<file path="src/rtl/wreg_load_ctrl.sv">
// wreg_load_ctrl: clears, loads and holds one wreg column of the systolic array per tile.
// Optional stall counter output o_stall_cnt when WLD_PERF_CNT_EN is defined.
module wreg_load_ctrl #(
    parameter int WIDTH  = 8,
    parameter int ROWS   = 16,
    parameter int HOLD_W = 16
) (
    input  logic                    clk,
    input  logic                    rst_n,
    input  logic                    start,
    input  logic                    abort,
    input  logic [HOLD_W-1:0]       hold_cycles,
    input  logic                    i_valid,
    output logic                    i_ready,
    input  logic signed [WIDTH-1:0] i_data,
    output logic signed [WIDTH-1:0] o_data,
    output logic                    o_en,
    output logic                    o_clr,
    output logic                    o_busy,
    output logic                    o_compute,
    output logic                    o_done
`ifdef WLD_PERF_CNT_EN
    ,
    output logic [31:0]             o_stall_cnt
`endif
);
    localparam int LW = $clog2(ROWS + 1);
    localparam logic [2:0] S_IDLE  = 3'd0;
    localparam logic [2:0] S_CLEAR = 3'd1;
    localparam logic [2:0] S_LOAD  = 3'd2;
    localparam logic [2:0] S_HOLD  = 3'd3;
    localparam logic [2:0] S_DONE  = 3'd4;

    logic [2:0]        state_q, state_d;
    logic [LW-1:0]     load_q, load_d;
    logic [HOLD_W-1:0] hold_q, hold_d;
    logic              kill, beat;

    always_comb begin
        kill      = abort && state_q != S_IDLE;
        i_ready   = state_q == S_LOAD && !abort;
        beat      = i_ready && i_valid;
        o_en      = beat;
        o_data    = beat ? i_data : '0;
        o_clr     = state_q == S_CLEAR || kill;
        o_busy    = state_q != S_IDLE;
        o_compute = state_q == S_HOLD;
        o_done    = state_q == S_DONE && !abort;
        state_d   = state_q;
        load_d    = load_q;
        hold_d    = hold_q;
        case (state_q)
            S_IDLE: if (start && !abort) begin
                hold_d  = hold_cycles;
                state_d = S_CLEAR;
            end
            S_CLEAR: begin
                load_d  = '0;
                state_d = S_LOAD;
            end
            S_LOAD: if (beat) begin
                load_d = load_q + 1'b1;
                if (load_q == LW'(ROWS - 1))
                    state_d = hold_q != '0 ? S_HOLD : S_DONE;
            end
            S_HOLD: begin
                hold_d  = hold_q - 1'b1;
                state_d = hold_q == HOLD_W'(1) ? S_DONE : S_HOLD;
            end
            default: state_d = S_IDLE;
        endcase
        if (kill) state_d = S_IDLE;
    end

    always_ff @(posedge clk or negedge rst_n) begin
        if (!rst_n) begin
            state_q <= S_IDLE;
            load_q  <= '0;
            hold_q  <= '0;
        end else begin
            state_q <= state_d;
            load_q  <= load_d;
            hold_q  <= hold_d;
        end
    end

`ifdef WLD_PERF_CNT_EN
    logic [31:0] stall_q, stall_d;

    // Saturating count of LOAD cycles starved by the weight stream.
    always_comb begin
        stall_d = stall_q;
        if (state_q == S_IDLE && start && !abort)
            stall_d = '0;
        else if (state_q == S_LOAD && !i_valid && stall_q != '1)
            stall_d = stall_q + 1'b1;
    end

    always_ff @(posedge clk or negedge rst_n) begin
        if (!rst_n) stall_q <= '0;
        else        stall_q <= stall_d;
    end

    assign o_stall_cnt = stall_q;
`endif
endmodule

</file>
<file path="config.mk">
export PLATFORM = sky130hd
export DESIGN_NAME = wreg_load_ctrl
export DESIGN_NICKNAME = d
export VERILOG_FILES = /design/src/rtl/wreg_load_ctrl.sv
export SDC_FILE = /design/constraint.sdc
export NUM_CORES = 1
export LEC_CHECK = 0
export BUFFER_PORTS_ARGS = -buffer_cell sky130_fd_sc_hd__clkbuf_2
export CAP_MARGIN = 20
export CORE_ASPECT_RATIO = 1.2
export CORE_MARGIN = 8
export CORE_UTILIZATION = 56
export DETAILED_ROUTE_END_ITERATION = 7
export GPL_ROUTABILITY_DRIVEN = 0
export PLACE_DENSITY_LB_ADDON = 0.3
export SLEW_MARGIN = 20
export SYNTH_ARGS = -nofsm -noshare
export SYNTH_HDL_FRONTEND = slang
export SYNTH_SLANG_ARGS = --single-unit
</file>
<file path="constraint.sdc">
create_clock -name clk -period 4.8 [get_ports clk]
set_clock_uncertainty 0.2 [all_clocks]
set_input_delay 0.24 -clock clk [delete_from_list [all_inputs] [get_ports clk]]
set_output_delay 0.24 -clock clk [all_outputs]
set_load 0.01 [all_outputs]
</file>
==> After elaboration in Yosys (flattened, before gate mapping) <==
Index checks and enable logic that the tools add are counted.
W data, S select, Z words.
{ "totals": {"elab_cells": 43, "inputBits": 29, "output_inout_bits": 14, "reg_bits": 24} }
{ "classes": {"n_reduce_logical": 15, "mux": 12, "n_eq_ne": 11, "n_addsub": 2} }
{ "op_table": {"columns": ["cell", "n"], "rows": [
  ["$pmux W16 S2", 1],
  ["$mux W3", 6],
  ["$eq A16 B1 Y1 const B", 1],
  ["$mux W16", 1],
  ["$reduce_bool A16 Y1", 1],
  ["$sub A16 B1 Y16 const B", 1],
  ["$pmux W3 S4", 1],
  ["$pmux W5 S2", 1],
  ["$mux W8", 1],
  ["$eq A3 B2 Y1 const B", 2],
  ["$ne A3 B3 Y1 const B", 2],
  ["$add A5 B1 Y5 const B", 1],
  ["$eq A5 B4 Y1 const B", 1],
  ["$logic_and A1 B1 Y1", 5],
  ["$mux W5", 1],
  ["$ne A2 B2 Y1 const B", 2],
  ["$reduce_and A2 Y1", 2],
  ["$reduce_bool A2 Y1", 2],
  ["$eq A3 B1 Y1 const B", 1],
  ["$eq A3 B3 Y1 const B", 1],
  ["$logic_not A3 Y1", 1],
  ["$ne A3 B2 Y1 const B", 1],
  ["$reduce_and A3 Y1", 1],
  ["$reduce_bool A3 Y1", 1],
  ["2 further kinds", 2]
]} }

==> Longest topological paths before layout <==
Gate-level depths: netlist of run 1.
{ "logic_depth": {"depth_word": 6, "mapped_depth": 7} }

==> Worst setup path after synthesis of run 1 <==
No wires, ideal clock.
{ "synth_path": {"path_kind": "flip-flop to flip-flop", "from": "register hold_q[0]", "to": "register hold_q[14]", "t_required_ps": 4523, "stages_incl_launch_ff": 7, "arrival_time_ps": 1716, "path_buffers": 0, "setup_ps": 77, "path_slack_ps": 2807, "path_cell_list": "dfrtp_1 -> inv_1 -> ha_1 -> nor3b_1 -> nand4_1 -> or4_1 -> a21oi_1"} }
{ "synth_between": {"elab_chain_len": 2} }
{ "synth_lines": {"columns": ["element", "line_no", "rtl"], "rows": [
  ["from (decl)", "36", "logic [HOLD_W-1:0] hold_q, hold_d;"],
  ["from (signal assigned)", "83", "hold_q <= hold_d;"],
  ["$sub A16 B1 Y16", "67", "hold_d = hold_q - 1'b1;"],
  ["$pmux W16 S2", "52", "case (state_q)"]
]} }
No other way between the ends.
A chain may end at the register's enable or synchronous reset.

==> Worst setup path in the final report of run 1 <==
{ "layout_path": {"from": "register state_q[0]", "to": "output o_en"} }
{ "layout_between": {"elab_chain_len": 3} }
{ "layout_lines": {"columns": ["element", "line_no", "rtl"], "rows": [
  ["from (decl)", "34", "logic [2:0] state_q, state_d;"],
  ["from (signal assigned)", "81", "state_q <= state_d;"],
  ["$eq A3 B2 Y1", "41", "i_ready = state_q == S_LOAD && !abort;"],
  ["$logic_and A1 B1 Y1", "41", null],
  ["$logic_and A1 B1 Y1", "42", "beat = i_ready && i_valid;"],
  ["to (decl)", "17", "output logic o_en,"]
]} }
No other way between the ends.

==> results of run 1 <==
layout make-up:
cell class,instances,area (µm²)
Multi-Input combinational cell,129,873
Fill cell,203,747
Sequential cell,24,601
Timing Repair Buffer,57,360
Tap cell,34,42.5
Clock inverter,1,30.0
Inverter,8,30.0
Clock buffer,3,22.5
cells by family (layout without fill, tap and decap cells):
| group | after synthesis | in the layout | synth area share, % |
|---|---|---|---|
| adder cells (fa/ha/maj) | 4 | 4 | 3.25 |
| buffers and inverters | 16 | 69 | 4.31 |
| flip-flops | 24 | 24 | 39.0 |
| AO/OA/AOI/OAI | 37 | 37 | 16.8 |
| multiplexers | 4 | 4 | 2.68 |
| AND/OR/NAND/NOR | 82 | 82 | 32.8 |
| XOR/XNOR | 2 | 2 | 1.14 |
worst reg2reg max path, cell delays in order (launching register included):
cell and delay (ps):
dfrtp_1 560, nor4b_2 840, nand2_1 280, inv_1 160, mux2_2 340, a32o_1 200
through the flow:
step | area, µm² | utilization (%)
6_report | 1960 | 72.4
5_1_grt | 1960 | 72.4
4_1_cts | 1960 | 72.4
3_5_place_dp | 1760 | 64.9
3_3_place_gp | 1760 | 64.9
2_1_floorplan | 1540 | -
worst max-delay path by stage:
stage	startpoint	to	slack, ps	depth (start not counted)
finish	state_q[0]	o_en	2060	4
global route	state_q[0]	o_en	1850	4
CTS	state_q[0]	o_en	2080	4
detailed placement	state_q[0]	load_q[1]	2170	5
global placement	state_q[0]	load_q[1]	2350	5
floorplan	hold_q[0]	hold_q[14]	2810	6
sequential cells by signal, summed over array words and instances (netlist names):
signal and flops:
hold_q 16, load_q 5, state_q 3
metal layers:
metal | vias to the layer above | track usage (%) | wire length (µm)
met5 | - | 0 | 0
met4 | 0 | 11.4 | 106
met3 | 9 | 6.25 | 350
met2 | 63 | 31.1 | 2060
met1 | 743 | 20.0 | 1670
li1 | 740 | - | -
cell usage in the layout (no fill, tap or decap), types with 3 or more instances in the layout:
cell and instances:
nand2_1 12, a311oi_1 4, inv_1 8, and2_1 3, nor3_1 4, clkbuf_2 42, and3_1 12, ha_1 4
dlygate4sd3_1 15, clkbuf_4 3, nor2_1 17, o211ai_1 3, a211oi_1 3, a21oi_1 8, o21ai_0 7, dfrtp_1 24
nand3_1 12, mux2i_1 3
power groups by stage:
| stage | clock (µW) | combinational (µW) | sequential (µW) |
|---|---|---|---|
| 2_1_floorplan | 0 | 110 | 286 |
| 3_3_place_gp | 0 | 141 | 299 |
| 3_5_place_dp | 0 | 148 | 302 |
| 4_1_cts | 150 | 158 | 299 |
| 5_1_grt | 158 | 178 | 307 |
| 6_report | 147 | 159 | 300 |
==> metrics.md, run 1 <==
| Metric | Value |
|---|---|
| Sequential fraction of design power | `49.5%` |
| Crit path kind | `reg -> out` |
| Slew margin rel. | `40.5%` |
| Outcome | `finished, final reports clean` |
| Routed length per instance | `16.4 µm` |
| Hold_buf cts | `15` |
| Root Driver | `clkbuf_4` |
| CTS Buf Count | `3` |
| Clk Latency, worst-skew pair | `320 ps` |
| I/O pin cnt | `43` |
| Top cells by count, synth | `dfrtp_1, nor2_1, and3_1, nand2_1, nand3_1` |
| Setup bufs post-CTS | `0` |
| Worst reg-to-reg setup slack | `2150 ps` |
| RSZ-0062 raised after global routing | `false` |
| Area Growth Syn to Fin | `27.2%` |
| DRT Wirelength | `4190 µm` |
| Setup TNS | `0 ps` |
| Synth Instances | `169` |
| Worst path cell trace | `nor4b_2, nand2_1, inv_1, clkbuf_2` |
| Worst Hold Depth | `3` |
| CP Capture Type | `output port` |
| Asr flop ratio synth | `100%` |
| Syn Nets | `202` |
| Initial core utilization | `56.9%` |
| Max VDD drop | `0.236 mV` |
| DP Cell Count | `237` |
| Top post-synthesis cells by area | `dfrtp_1, and3_1, nor2_1, nand3_1, ha_1` |
| DP Wirelength | `2980 µm` |
| First-pass GRT wire length | `7150 µm` |
| Share of layout cells above drive strength 1 | `25.2%` |
| Top FF cell, synth | `dfrtp_1` |
| CP Launch Type | `register` |
| Die height | `73.5 µm` |
| Final setup vio count | `0` |
| Number of synthesized flops with an enable pin | `0` |
| Final setup margin | `2060 ps` |
| Power Total | `606 µW` |
| Drt first-iter violations | `91` |
| TritonRoute pass-1 iters | `4` |
| Crit-path slowest cell | `nor4b_2` |
| Max Cap Viol | `0` |
| Fin cells | `256` |
| Placement Setup Slack | `2170 ps` |
| Reg2reg start | `state_q[0]` |
| Synth warn | `0` |
| Buffers on Ports | `42` |
| Smallest hold slack | `25.9 ps` |
| CTS tree | `done` |
| Syn Std Cell Area | `1540 µm²` |
| Vias in the first global route | `1,564` |
| Post-synth top area cell | `dfrtp_1` |
| Total track usage | `18.7%` |
| Synthesized area per cell | `9.11 µm²` |
| P_int | `400 µW` |
| # rows | `21` |
| Top Family by Delay on Critical Path | `simple AND/OR/NAND/NOR gates` |
| Post-cts resize count | `0` |
| Deepest clock path buffer count | `2` |
| Number of vias per cell | `6.07` |
| Die W | `63.9 µm` |
| Worst r2r dst | `load_q[1]` |
| Hold crit path type | `in -> reg` |
| Count of pins over their slew limit | `0` |
| Pin count of the biggest net entering global routing | `25` |
| PwrDens | `309 nW/µm²` |
| Fmax | `365 MHz` |
| Min Tclk post-route | `2740 ps` |
| Clock transition at path regs | `140 ps` |
| N_diodes | `0` |
| Clock tree sinks | `24` |
| HP Start | `hold_cycles[1]` |
| Synth top area share | `39.0%` |
| Buf+Inv Stages, Crit Path | `2` |
| Slew at the pin with the worst max-slew slack | `889 ps` |
| DRC | `0` |
| Yosys reg bits | `24` |
| Total number of vias | `1,555` |
| Clock Power Share | `24.3%` |
| CP required | `4360 ps` |
| Hold Vio Cnt, Final | `0` |
| Critical Path AT | `2300 ps` |
| Post-synthesis sequential area ratio | `39.0%` |
| Sw power | `206 µW` |
| Total global routing overflow | `0` |
| Max H-tree Level | `1` |
| Combinational Power Share | `26.3%` |
| Post-route ant nets | `0` |
| Tcrit/Tclk final | `57.1%` |
| End of the worst hold path | `hold_q[1]` |
| Final nets | `256` |
| Critical Path Max Stage Delay | `840 ps` |
| Net Sw Frac | `33.9%` |
| Top-count cell post-synth | `dfrtp_1` |
| Worst-path maximum fanout | `14` |
| Core ar. | `2710 µm²` |
| Lkg Pwr | `0.000968 µW` |
| R2r worst-path depth | `5` |
| Initial antenna violation count | `0` |
| Total die area | `4690 µm²` |
| Number of distinct library cells after synthesis | `48` |
(Power assumes the default switching activity.)
==> run 2: changes to the inputs <==
--- a/config.mk
+++ b/config.mk
@@ -9,7 +9,7 @@
 export CAP_MARGIN = 20
 export CORE_ASPECT_RATIO = 1.2
 export CORE_MARGIN = 8
-export CORE_UTILIZATION = 56
+export CORE_UTILIZATION = 52
 export DETAILED_ROUTE_END_ITERATION = 7
 export GPL_ROUTABILITY_DRIVEN = 0
 export PLACE_DENSITY_LB_ADDON = 0.3
==> constraint.sdc (replaced) <==
create_clock -name clk -period 2.8 [get_ports clk]
set_clock_uncertainty 0.2 [all_clocks]
set_input_delay 0.14 -clock clk [delete_from_list [all_inputs] [get_ports clk]]
set_output_delay 0.14 -clock clk [all_outputs]
set_load 0.01 [all_outputs]
==> metrics.md, run 2 (same netlist as run 1, synthesis figures left out) <==
| Metric | Value |
|---|---|
| Length of routed wiring on met1 | `1600 µm` |
| Die height | `75.6 µm` |
| Core ar. | `2810 µm²` |
| Top Family by Delay on Critical Path | `simple AND/OR/NAND/NOR gates` |
| Net Sw Frac | `34.0%` |
| Vias in the first global route | `1,550` |
| # rows | `21` |
| First-pass GRT wire length | `6960 µm` |
| Worst-path maximum fanout | `6` |
| Buf+Inv Stages, Crit Path | `1` |
| Crit path kind | `reg -> reg` |
| Routed length per instance | `15.7 µm` |
| N_diodes | `0` |
| Initial antenna violation count | `0` |
| Clock tree sinks | `24` |
| Clk Latency, worst-skew pair | `310 ps` |
| Sw power | `356 µW` |
| Slew margin rel. | `59.2%` |
| Pin count of the biggest net entering global routing | `25` |
| Combinational Power Share | `26.3%` |
| CP Capture Type | `register` |
| Die W | `65.7 µm` |
| Outcome | `finished, final reports clean` |
| Biggest regs | `hold_q: 16 flops, load_q: 5 flops, state_q: 3 flops` |
| Worst path cell trace | `inv_1, ha_1, nor3b_1, nand4_1, or4_1, a21oi_1` |
| Count of pins over their slew limit | `0` |
| DRT Wirelength | `4070 µm` |
| Tcrit/Tclk final | `86.7%` |
| Highest metal layer with signal wires | `met4` |
| Placement Setup Slack | `509 ps` |
| Largest Register | `hold_q` |
| Worst reg-to-reg setup slack | `370 ps` |
| CP required | `2850 ps` |
| Fmax | `412 MHz` |
| Design area | `2000 µm²` |
| Final setup margin | `372 ps` |
| DP Wirelength | `3010 µm` |
| Metal3 WL | `366 µm` |
| Most frequent cells in the layout | `clkbuf_2, dfrtp_1, dlygate4sd3_1` |
| Met2 routed WL | `2060 µm` |
| Max H-tree Level | `1` |
| P_int | `689 µW` |
| Buffers on Ports | `42` |
| Total global routing overflow | `0` |
| Number of vias per cell | `5.90` |
| Clock Power Share | `24.1%` |
| I/O pin cnt | `43` |
| PwrDens | `523 nW/µm²` |
| Share of layout cells above drive strength 1 | `25.2%` |
| Commonest non-fill, non-tap cell in the layout | `clkbuf_2` |
| Lkg Pwr | `0.000986 µW` |
| Setup bufs post-CTS | `0` |
| Initial core utilization | `54.8%` |
| Placed cell areas | `1760 µm²` |
| Slew at the pin with the worst max-slew slack | `611 ps` |
| TritonRoute pass-1 iters | `4` |
| Total die area | `4970 µm²` |
| Area Growth Syn to Fin | `29.7%` |
| Post-route ant nets | `0` |
| CTS Buf Count | `3` |
| Root Driver | `clkbuf_4` |
| CTS tree | `done` |
| Crit-path slowest cell | `or4_1` |
| RSZ-0062 raised after global routing | `false` |
| Setup TNS | `0 ps` |
| Min Tclk post-route | `2430 ps` |
| Max Cap Viol | `0` |
| Critical Path AT | `2480 ps` |
| Max reg flops | `16` |
| Max VDD drop | `0.514 mV` |
| Final setup vio count | `0` |
| Drt first-iter violations | `57` |
| Post-cts resize count | `0` |
| Clock transition at path regs | `130 ps` |
| Total number of vias | `1,533` |
| Hold Vio Cnt, Final | `0` |
| Final nets | `260` |
| Hold crit path type | `in -> reg` |
| Critical Path Max Stage Delay | `470 ps` |
| DRC | `0` |
| CP Launch Type | `register` |
| Total track usage | `17.4%` |
| Sequential fraction of design power | `49.6%` |
| Deepest clock path buffer count | `2` |
==> run 2: final timing paths <==
path | from | to | cells after the start
worst max-delay path | hold_q[0] | hold_q[14] | 6
worst min-delay path | i_valid | state_q[1] | 4
worst max register to register | hold_q[0] | hold_q[14] | 6
worst min register to register | hold_q[15] | hold_q[15] | 1
max in group asynchronous | rst_n | hold_q[8] | 2
min in group asynchronous | rst_n | state_q[2] | 2
==> run 2: repair_timing <==
item / 4_1_cts / 5_1_grt
endpoints found under the hold margin: 41 / 0
hold buffers: 18 / 0
endpoints found under the setup margin: 0 / 0
==> run 2: power by group through the flow <==
stage,Combinational (µW),Clock (µW),Sequential (µW)
final,275,252,518
after global routing,313,267,529
after CTS,274,254,515
after detailed placement,253,0,521
after global placement,240,0,514
after floorplan,188,0,490
==> run 2: stage by stage <==
stage	total power, µW	hold slack [ps]	utilization (%)	cells
after CTS	1040	50.1	71.0	260
final	1040	65.0	71.0	260
after global routing	1110	94.1	71.0	260
after detailed placement	774	-22.9	62.8	238
after floorplan	678	-356	-	169
after global placement	754	-34.5	62.8	238
==> run 2: worst register-to-register path, cell delays in order, from the launching register on <==
cell and delay, ps:
dfrtp_1 450, inv_1 120, ha_1 280, nor3b_1 460, nand4_1 240, or4_1 470, a21oi_1 150
==> run 2: area by class of cell <==
cell class / count / area (µm²)
clock buffer: 3 / 22.5
inverter: 8 / 30.0
timing repair buffer: 61 / 398
clock inverter: 1 / 30.0
tap: 34 / 42.5
fill: 214 / 815
multi-input combinational: 129 / 873
sequential: 24 / 601
==> run 2: routing by layer <==
| metal | GRT usage [%] | up-vias |
|---|---|---|
| met3 | 4.56 | 9 |
| li1 | - | 747 |
| met5 | 0 | - |
| met2 | 31.8 | 61 |
| met4 | 5.83 | 0 |
| met1 | 19.0 | 716 |
